File: src/rtl/bus_enable_arbiter.sv
// Round-robin owner selection for the shared 8-bit CPU data bus.
// Drives active-low '244 buffer enables and inserts a dead gap between owners.
module bus_enable_arbiter #(
  parameter int N_REQ    = 4,
  parameter int MAX_HOLD = 8,
  parameter int GAP_CYC  = 1
) (
  input  logic                     clk,
  input  logic                     rst,
  input  logic [N_REQ-1:0]         req,
  output logic [N_REQ-1:0]         grant,
  output logic [N_REQ-1:0]         oe_n,
  output logic [$clog2(N_REQ)-1:0] owner,
  output logic                     busy
);

  // state | meaning
  // IDLE  | bus released, no owner, waiting for any request
  // GRANT | one requester owns the bus, hold counter running
  // GAP   | all buffers off for GAP_CYC cycles before next owner
  typedef enum logic [1:0] {
    S_IDLE  = 2'd0,
    S_GRANT = 2'd1,
    S_GAP   = 2'd2
  } state_t;

  localparam int OW = $clog2(N_REQ);
  localparam int HW = $clog2(MAX_HOLD + 1);
  localparam int GW = $clog2(GAP_CYC + 1);

  state_t            state_q, state_d;
  logic [N_REQ-1:0]  grant_q, grant_d;
  logic [OW-1:0]     owner_q, owner_d;
  logic [OW-1:0]     rr_ptr_q, rr_ptr_d;
  logic [HW-1:0]     hold_cnt_q, hold_cnt_d;
  logic [GW-1:0]     gap_cnt_q, gap_cnt_d;

  logic              sel_found;
  logic [OW-1:0]     sel_idx;
  logic [N_REQ-1:0]  sel_oh;
  logic              others_waiting;
  logic [OW-1:0]     rr_next;

  // Scan starts at rr_ptr and wraps, so the previous owner is considered last.
  always_comb begin
    int idx;
    sel_found = 1'b0;
    sel_idx   = '0;
    idx       = 0;
    for (int i = 0; i < N_REQ; i++) begin
      idx = int'(rr_ptr_q) + i;
      if (idx >= N_REQ) idx = idx - N_REQ;
      if (!sel_found && req[idx]) begin
        sel_found = 1'b1;
        sel_idx   = OW'(idx);
      end
    end
    sel_oh          = '0;
    sel_oh[sel_idx] = 1'b1;
  end

  assign others_waiting = |(req & ~grant_q);
  assign rr_next = (owner_q == OW'(N_REQ - 1)) ? '0 : owner_q + OW'(1);

  always_comb begin
    state_d    = state_q;
    grant_d    = grant_q;
    owner_d    = owner_q;
    rr_ptr_d   = rr_ptr_q;
    hold_cnt_d = hold_cnt_q;
    gap_cnt_d  = gap_cnt_q;
    case (state_q)
      S_IDLE: begin
        grant_d = '0;
        if (sel_found) begin
          state_d    = S_GRANT;
          grant_d    = sel_oh;
          owner_d    = sel_idx;
          hold_cnt_d = HW'(1);
        end
      end
      S_GRANT: begin
        if (!req[owner_q] || (hold_cnt_q == HW'(MAX_HOLD) && others_waiting)) begin
          state_d   = S_GAP;
          grant_d   = '0;
          rr_ptr_d  = rr_next;
          gap_cnt_d = GW'(GAP_CYC);
        end else if (hold_cnt_q != HW'(MAX_HOLD)) begin
          hold_cnt_d = hold_cnt_q + HW'(1);
        end
      end
      S_GAP: begin
        grant_d   = '0;
        gap_cnt_d = gap_cnt_q - GW'(1);
        // rr_ptr was already advanced on release, so the new owner rotates.
        if (gap_cnt_q <= GW'(1)) begin
          if (sel_found) begin
            state_d    = S_GRANT;
            grant_d    = sel_oh;
            owner_d    = sel_idx;
            hold_cnt_d = HW'(1);
          end else begin
            state_d = S_IDLE;
          end
        end
      end
      default: begin
        state_d = S_IDLE;
        grant_d = '0;
      end
    endcase
  end

  always_ff @(posedge clk or posedge rst) begin
    if (rst) begin
      state_q    <= S_IDLE;
      grant_q    <= '0;
      owner_q    <= '0;
      rr_ptr_q   <= '0;
      hold_cnt_q <= '0;
      gap_cnt_q  <= '0;
    end else begin
      state_q    <= state_d;
      grant_q    <= grant_d;
      owner_q    <= owner_d;
      rr_ptr_q   <= rr_ptr_d;
      hold_cnt_q <= hold_cnt_d;
      gap_cnt_q  <= gap_cnt_d;
    end
  end

  assign grant = grant_q;
  assign oe_n  = ~grant_q;
  assign owner = owner_q;
  assign busy  = |grant_q;

endmodule

File: config.mk
export PLATFORM = sky130hd
export DESIGN_NAME = bus_enable_arbiter
export DESIGN_NICKNAME = d
export VERILOG_FILES = /design/src/rtl/bus_enable_arbiter.sv
export SDC_FILE = /design/constraint.sdc
export NUM_CORES = 1
export LEC_CHECK = 0
export CORE_UTILIZATION = 45
export CTS_CLUSTER_DIAMETER = 200
export DETAILED_ROUTE_END_ITERATION = 8
export PLACE_DENSITY = 0.79
export SLEW_MARGIN = 10
export SYNTH_ARGS = -nofsm -noshare
export SYNTH_HDL_FRONTEND = slang
export SYNTH_SLANG_ARGS = --single-unit
export TNS_END_PERCENT = 50
File: constraint.sdc
create_clock -name clk -period 1.85 [get_ports clk]
set_input_delay 0.4625 -clock clk [delete_from_list [all_inputs] [get_ports clk]]
set_output_delay 0.4625 -clock clk [all_outputs]
set_load 0.05 [all_outputs]
[Word level (Yosys, flattened, before mapping)]
Cells that the tools add are included.
Word-level totals
  flip-flop bits (word level): 15
  latch bits: 0
  memory bits (writable): 0
  memory bits (read-only): 0
  input port bits: 6
  output and inout bits: 11
  logic and storage cells: 109
  memories kept: 0
Operators by class
  $add $sub $neg: 10
  $mul: 0
  divide/modulo/power cells: 0
  $lt $le $gt $ge: 12
  equal/unequal tests: 10
  shift-type cells: 0
  multiplexer cells: 48
  bitwise gates (word level): 2
  reductions and logical operators: 21
Operator list (count)
  32-bit by 4-bit < comparator with 1-bit output (second input constant): 4
  32-bit two-way mux: 4
  4-bit two-way mux: 7
  4-bit one-hot mux with 3 select lines: 2
  2-bit two-way mux: 10
  1-bit two-way mux: 16
  3-bit by 3-bit subtractor with 4-bit output (second input constant): 3
  1-bit binary-select mux with 2-bit select: 5
  2-bit != test (second input constant): 5
  3-bit >= comparator (second input constant): 3
  4-bit OR reduction: 2
  2-bit by 2-bit adder with 3-bit output (second input constant): 2
  2-bit by 3-bit < comparator with 1-bit output (second input constant): 2
  2-bit one-hot mux with 3 select lines: 1
  2-bit AND reduction: 3
  1-bit logical AND: 5
  4-bit by 1-bit adder with 4-bit output (second input constant): 1
  4-bit AND: 1
  2-bit == test (second input constant): 2
  4-bit == test (second input constant): 1
  1-bit logical NOT: 4
  4-bit != test (second input constant): 1
  4-bit inverter: 1
  2-bit one-hot mux with 2 select lines: 1
  16 further kinds: 17

[Logic depth before layout (Yosys ltp)]
  depth after elaboration: 22
  mapped depth: 6
  mapped depth without buffers: 6

[Worst setup path after synthesis]
No wires, ideal clock.
  path kind: reg-to-output
  start point: register grant_q[0] (netlist: grant[0])
  end point: output busy
  arrival: 1.567 ns
  required time: 1.387 ns
  path slack: -0.180 ns
  stages on the path, launching flop included: 3
  buffers on the path: 0
  cells stage by stage: dfrtp_1 -> inv_1 -> nand4_1
Between the ends
  cells in the longest elaborated chain, start to end: 1
Ends and longest elaborated chain
  start: declaration: line 32  | logic [N_REQ-1:0] grant_q, grant_d;
  start signal: assignment: line 124  | grant_q <= grant_d;
  4-bit OR reduction: line 135  | assign busy = |grant_q;
  end: declaration: line 14  | output logic busy
Every way passes these cells.

[Worst setup path in the final report]
  start point: input req[1]
  end point: register rr_ptr_q[1]
Between the ends
  cells in the longest elaborated chain, start to end: 5
  elaborated cells on any way between the ends: 8
  classes of those cells: mux: 2; bitwise: 1; reduce/logical: 5
Ends and longest elaborated chain
  start: declaration: line 10  | input logic [N_REQ-1:0] req,
  1-bit binary-select mux with 2-bit select / 4-bit AND (equally long branches): line 83, 62
  1-bit two-way mux (not written as such) / 4-bit OR reduction (equally long branches): line 83, 62
  1-bit logical NOT / 1-bit logical AND (equally long branches): line 83  | if (!req[owner_q] || (hold_cnt_q == HW'(MAX_HOLD) && others_waiting)) begin
  1-bit logical OR *: line 83
  2-bit AND reduction (no line) *
  end signal: assignment: line 126  | rr_ptr_q <= rr_ptr_d;
  end: declaration: line 34  | logic [OW-1:0] rr_ptr_q, rr_ptr_d;
Every way passes the cells marked *; elsewhere a longest branch is shown, timed or not. The select of a mux whose other input is x is not followed.
A chain may end at the register's enable or synchronous reset.

==> flow_summary_export.csv <==
group,metric,value,unit
status,outcome,"complete, no violations",
timing,finalHoldViolations,0,
logic_synthesis,synth_adder_area_share,4.418,%
grt,top_usage_layer,"met2",
grt,grt_remaining_overflow,0,
logic_synthesis,avgSynthCellArea,10.36,µm²
grt,grtUsageTotal,21.45,%
logic_synthesis,synth_warnings,0,
timing,worstMarginPinSlew,0.5291,ns
logic_synthesis,ys.flop_type,"dfrtp_1",
floorplan,die_x,45.45,µm
detailed_routing,drt-total-wl,1803,µm
grt,grt_max_degree,15,
placed_design,placed_cells,130,
timing,fin_skew,0.0007346,ns
cts,hold_buffers,0,
timing,layout_setup_ws,0.1045,ns
detailed_routing,drt.antenna.violating_nets,0,
placed_design,gp_congestion,0.8277,
logic_synthesis,synth_top_family_by_area,"compound AO/OA/AOI/OAI gates",
timing,min_period,1.745,ns
grt,use_met2,36.86,%
logic_synthesis,ys_top_cells_by_count,"dfrtp_1 (14), inv_1 (10), nand2b_1 (6)",
floorplan,die_area,2066,µm²
final_layout,nFillCells,141,
detailed_routing,drt_iter0_drc,8,
cts,clockRootBuffer,"clkbuf_4",
floorplan,start_util,48.67,%
cts,clock_path_buffers,2,
logic_synthesis,yosysMostFrequentCell,"dfrtp_1",
detailed_routing,vias,734,
timing,worst_hold_slack,0.5008,ns
worst_setup_path,critPathTopFamily,"compound AO/OA/AOI/OAI gates",
grt,grt_pass1_wl,3049,µm
logic_synthesis,synthCells,82,
detailed_routing,viasPerCell,5.478,
final_layout,area_growth,41.53,%
placed_design,dp_worst_setup_slack,-0.2441,ns
cts,clock-sinks,14,
cts,post_cts_buffers,0,
grt,grt_pass1_vias,708,
final_layout,drive_above_1_share,33.03,%
worst_setup_path,cp-endpoint,"rr_ptr_q[1]",
logic_synthesis,synth_compound_area_share,24.30,%
worst_setup_path,criticalPathCategory,"input port to flop",
pwr,vdd_drop_max,1.112,mV
timing,setup_tns,0,ns
worst_setup_path,end_kind,"flop",
logic_synthesis,yosysSeqAreaShare,41.24,%
logic_synthesis,synth_xor_area_share,0,%
worst_setup_path,required,2.03,ns
worst_setup_path,crit_chain,"clkdlybuf4s50_1 -> nand2b_1 -> a41oi_2 -> a221oi_4 -> mux2_1",
worst_setup_path,crit_slowest_cell,"clkdlybuf4s50_1",
detailed_routing,first_pass_iters,2,
logic_synthesis,synth.largest_area_cell,"dfrtp_1",
logic_synthesis,async_flop_share,100.0,%
floorplan,die_y,45.45,µm
cts,cts_tree,"built",
detailed_routing,drc,0,
pwr,p_leak,0.6033,nW
placed_design,port_buffers,16,
timing,fmax,572.9,MHz
placed_design,hpwl,1453,µm
worst_setup_path,reg2reg_depth,6,
flow_run,maxCapViolations,0,
worst_setup_path,r2r_end,"rr_ptr_q[1]",
floorplan,core-area,1745,µm²
timing,report.final.setup_viol,0,
timing,fin_crit_sh,94.35,%
worst_setup_path,cp_slowest_stage_delay,0.48,ns
cts,cts_buffers,3,
logic_synthesis,synth_top_cell_area_share,41.24,%
logic_synthesis,synth_edf_count,0,
worst_setup_path,worstPathArrival,1.93,ns
timing,rsz0062_at_grt,"no",
grt,grt_antenna_before_repair,0,
worst_setup_path,critPathLaunchType,"input port",
final_layout,nets,119,
worst_setup_path,worst-path-max-fanout,5,
detailed_routing,wire_per_inst,13.46,µm
worst_setup_path,rr_startpoint,"hold_cnt_q[0]",
cts,path_clk_slew,0.09,ns
worst_setup_path,cp-startpoint,"req[1]",
floorplan,rows,15,
logic_synthesis,synth_cell_types,32,
logic_synthesis,synth_mux_area_share,7.364,%
pwr,power.density,1983,nW/µm²
final_layout,stdcell_count,134,
worst_hold_path,hp-class,"input port to async pin",
final_layout,antennaDiodeCount,0,
worst_setup_path,reg2reg_slack,0.14,ns
cts,clk_latency,0.29,ns
logic_synthesis,synth_area,849.6,µm²
logic_synthesis,synthesis.nets,91,
pwr,total_power,2.384,mW
grt,use_met1,24.75,%
cts,cts.htree.levels,1,
floorplan,pin_count,17,
worst_setup_path,path_buf_inv,1,
logic_synthesis,synth.area.top_cells,"dfrtp_1 (41%), mux2i_1 (4.7%), ha_1 (4.4%), inv_1 (4.4%), nand2b_1 (4.4%)",
grt,gr-usage-met3,4.365,%
logic_synthesis,synth-seq-cells,14,
timing,max_slew_margin,64.69,%
worst_setup_path,cp.depth,5,
timing,slew_viol_final,0,
logic_synthesis,yosys.area_share.simple,18.26,%
## power breakdown
group / internal, mW / switching [mW]
clock: 0.120 / 0.108
combinational: 0.688 / 0.842
sequential: 0.444 / 0.182
total: 1.25 / 1.13
## placed cells by master (no fill, tap or decap), types with 2 or more instances in the layout
master,synthesis,final
buf_4,0,12
dfrtp_1,14,10
nand2b_1,6,6
inv_1,10,6
buf_12,0,6
nand2_1,4,4
mux2i_1,4,4
clkinvlp_4,0,4
dfrtp_2,0,4
nor2_1,3,3
a21o_1,3,3
a21oi_1,3,3
a211oi_1,3,3
o21ai_0,3,3
ha_1,3,3
clkbuf_4,0,3
clkdlybuf4s50_1,0,3
nand4_1,2,2
nor2b_1,2,2
mux2_1,2,2
a22o_1,2,2
o2bb2ai_1,2,2
dlymetal6s2s_1,0,2
## worst min-delay path by stage
stage | cells after the start | from | endpoint
after floorplan | 1 | rst | hold_cnt_q[0]
after global placement | 1 | hold_cnt_q[2] | hold_cnt_q[2]
after detailed placement | 1 | hold_cnt_q[2] | hold_cnt_q[2]
after CTS | 2 | rst | rr_ptr_q[1]
after global routing | 1 | hold_cnt_q[2] | hold_cnt_q[2]
final | 2 | rst | hold_cnt_q[3]
## logic make-up after synthesis
group / count (synthesis)
AND/OR/NAND/NOR: 25
flip-flops: 14
buffers and inverters: 10
AO/OA/AOI/OAI: 24
multiplexers: 6
adder cells (fa/ha/maj): 3
## layout make-up
class                           instances  area (µm²)  share of cell area (%)
Multi-Input combinational cell         58       461.7                   38.40
Clock buffer                            4       36.28                   3.018
Sequential cell                        14       355.3                   29.55
Timing Repair Buffer                   23       265.3                   22.06
Inverter                               10       52.55                   4.370
Tap cell                               25       31.28                   2.601
## worst reg2reg max path, delay by kind of cell (launching register included)
family	cells	cell delay [ns]
buf+inv	1	0.07
fa+ha+maj	1	0.23
mux	1	0.35
flops	1	0.43
simple gates	1	0.12
compound gates	2	0.41
## timing repair
action                     CTS  global route
setup endpoints to repair    0             2
hold endpoints to repair     0             0
gates resized for setup      0             2
## registers in the layout (all words and copies together), names as in the netlist
signal / flops
grant: 4
hold_cnt_q: 4
owner: 2
rr_ptr_q: 2
state_q: 2
## routing by layer
metal / vias up / part of all wire, %
met1: 358 / 43
met3: 2 / 4.0
met2: 17 / 52
met4: 0 / 1.2
met5: - / 0
li1: 357 / -
## per-stage QoR
| stage | utilization, % | instance area (µm²) |
|---|---|---|
| 2_1_floorplan | - | 869.6 |
| 3_3_place_gp | 66.52 | 1161 |
| 3_5_place_dp | 66.52 | 1161 |
| 4_1_cts | 68.60 | 1197 |
| 5_1_grt | 68.89 | 1202 |
| 6_report | 68.89 | 1202 |
No activity file was read; power rests on OpenSTA's default activity.
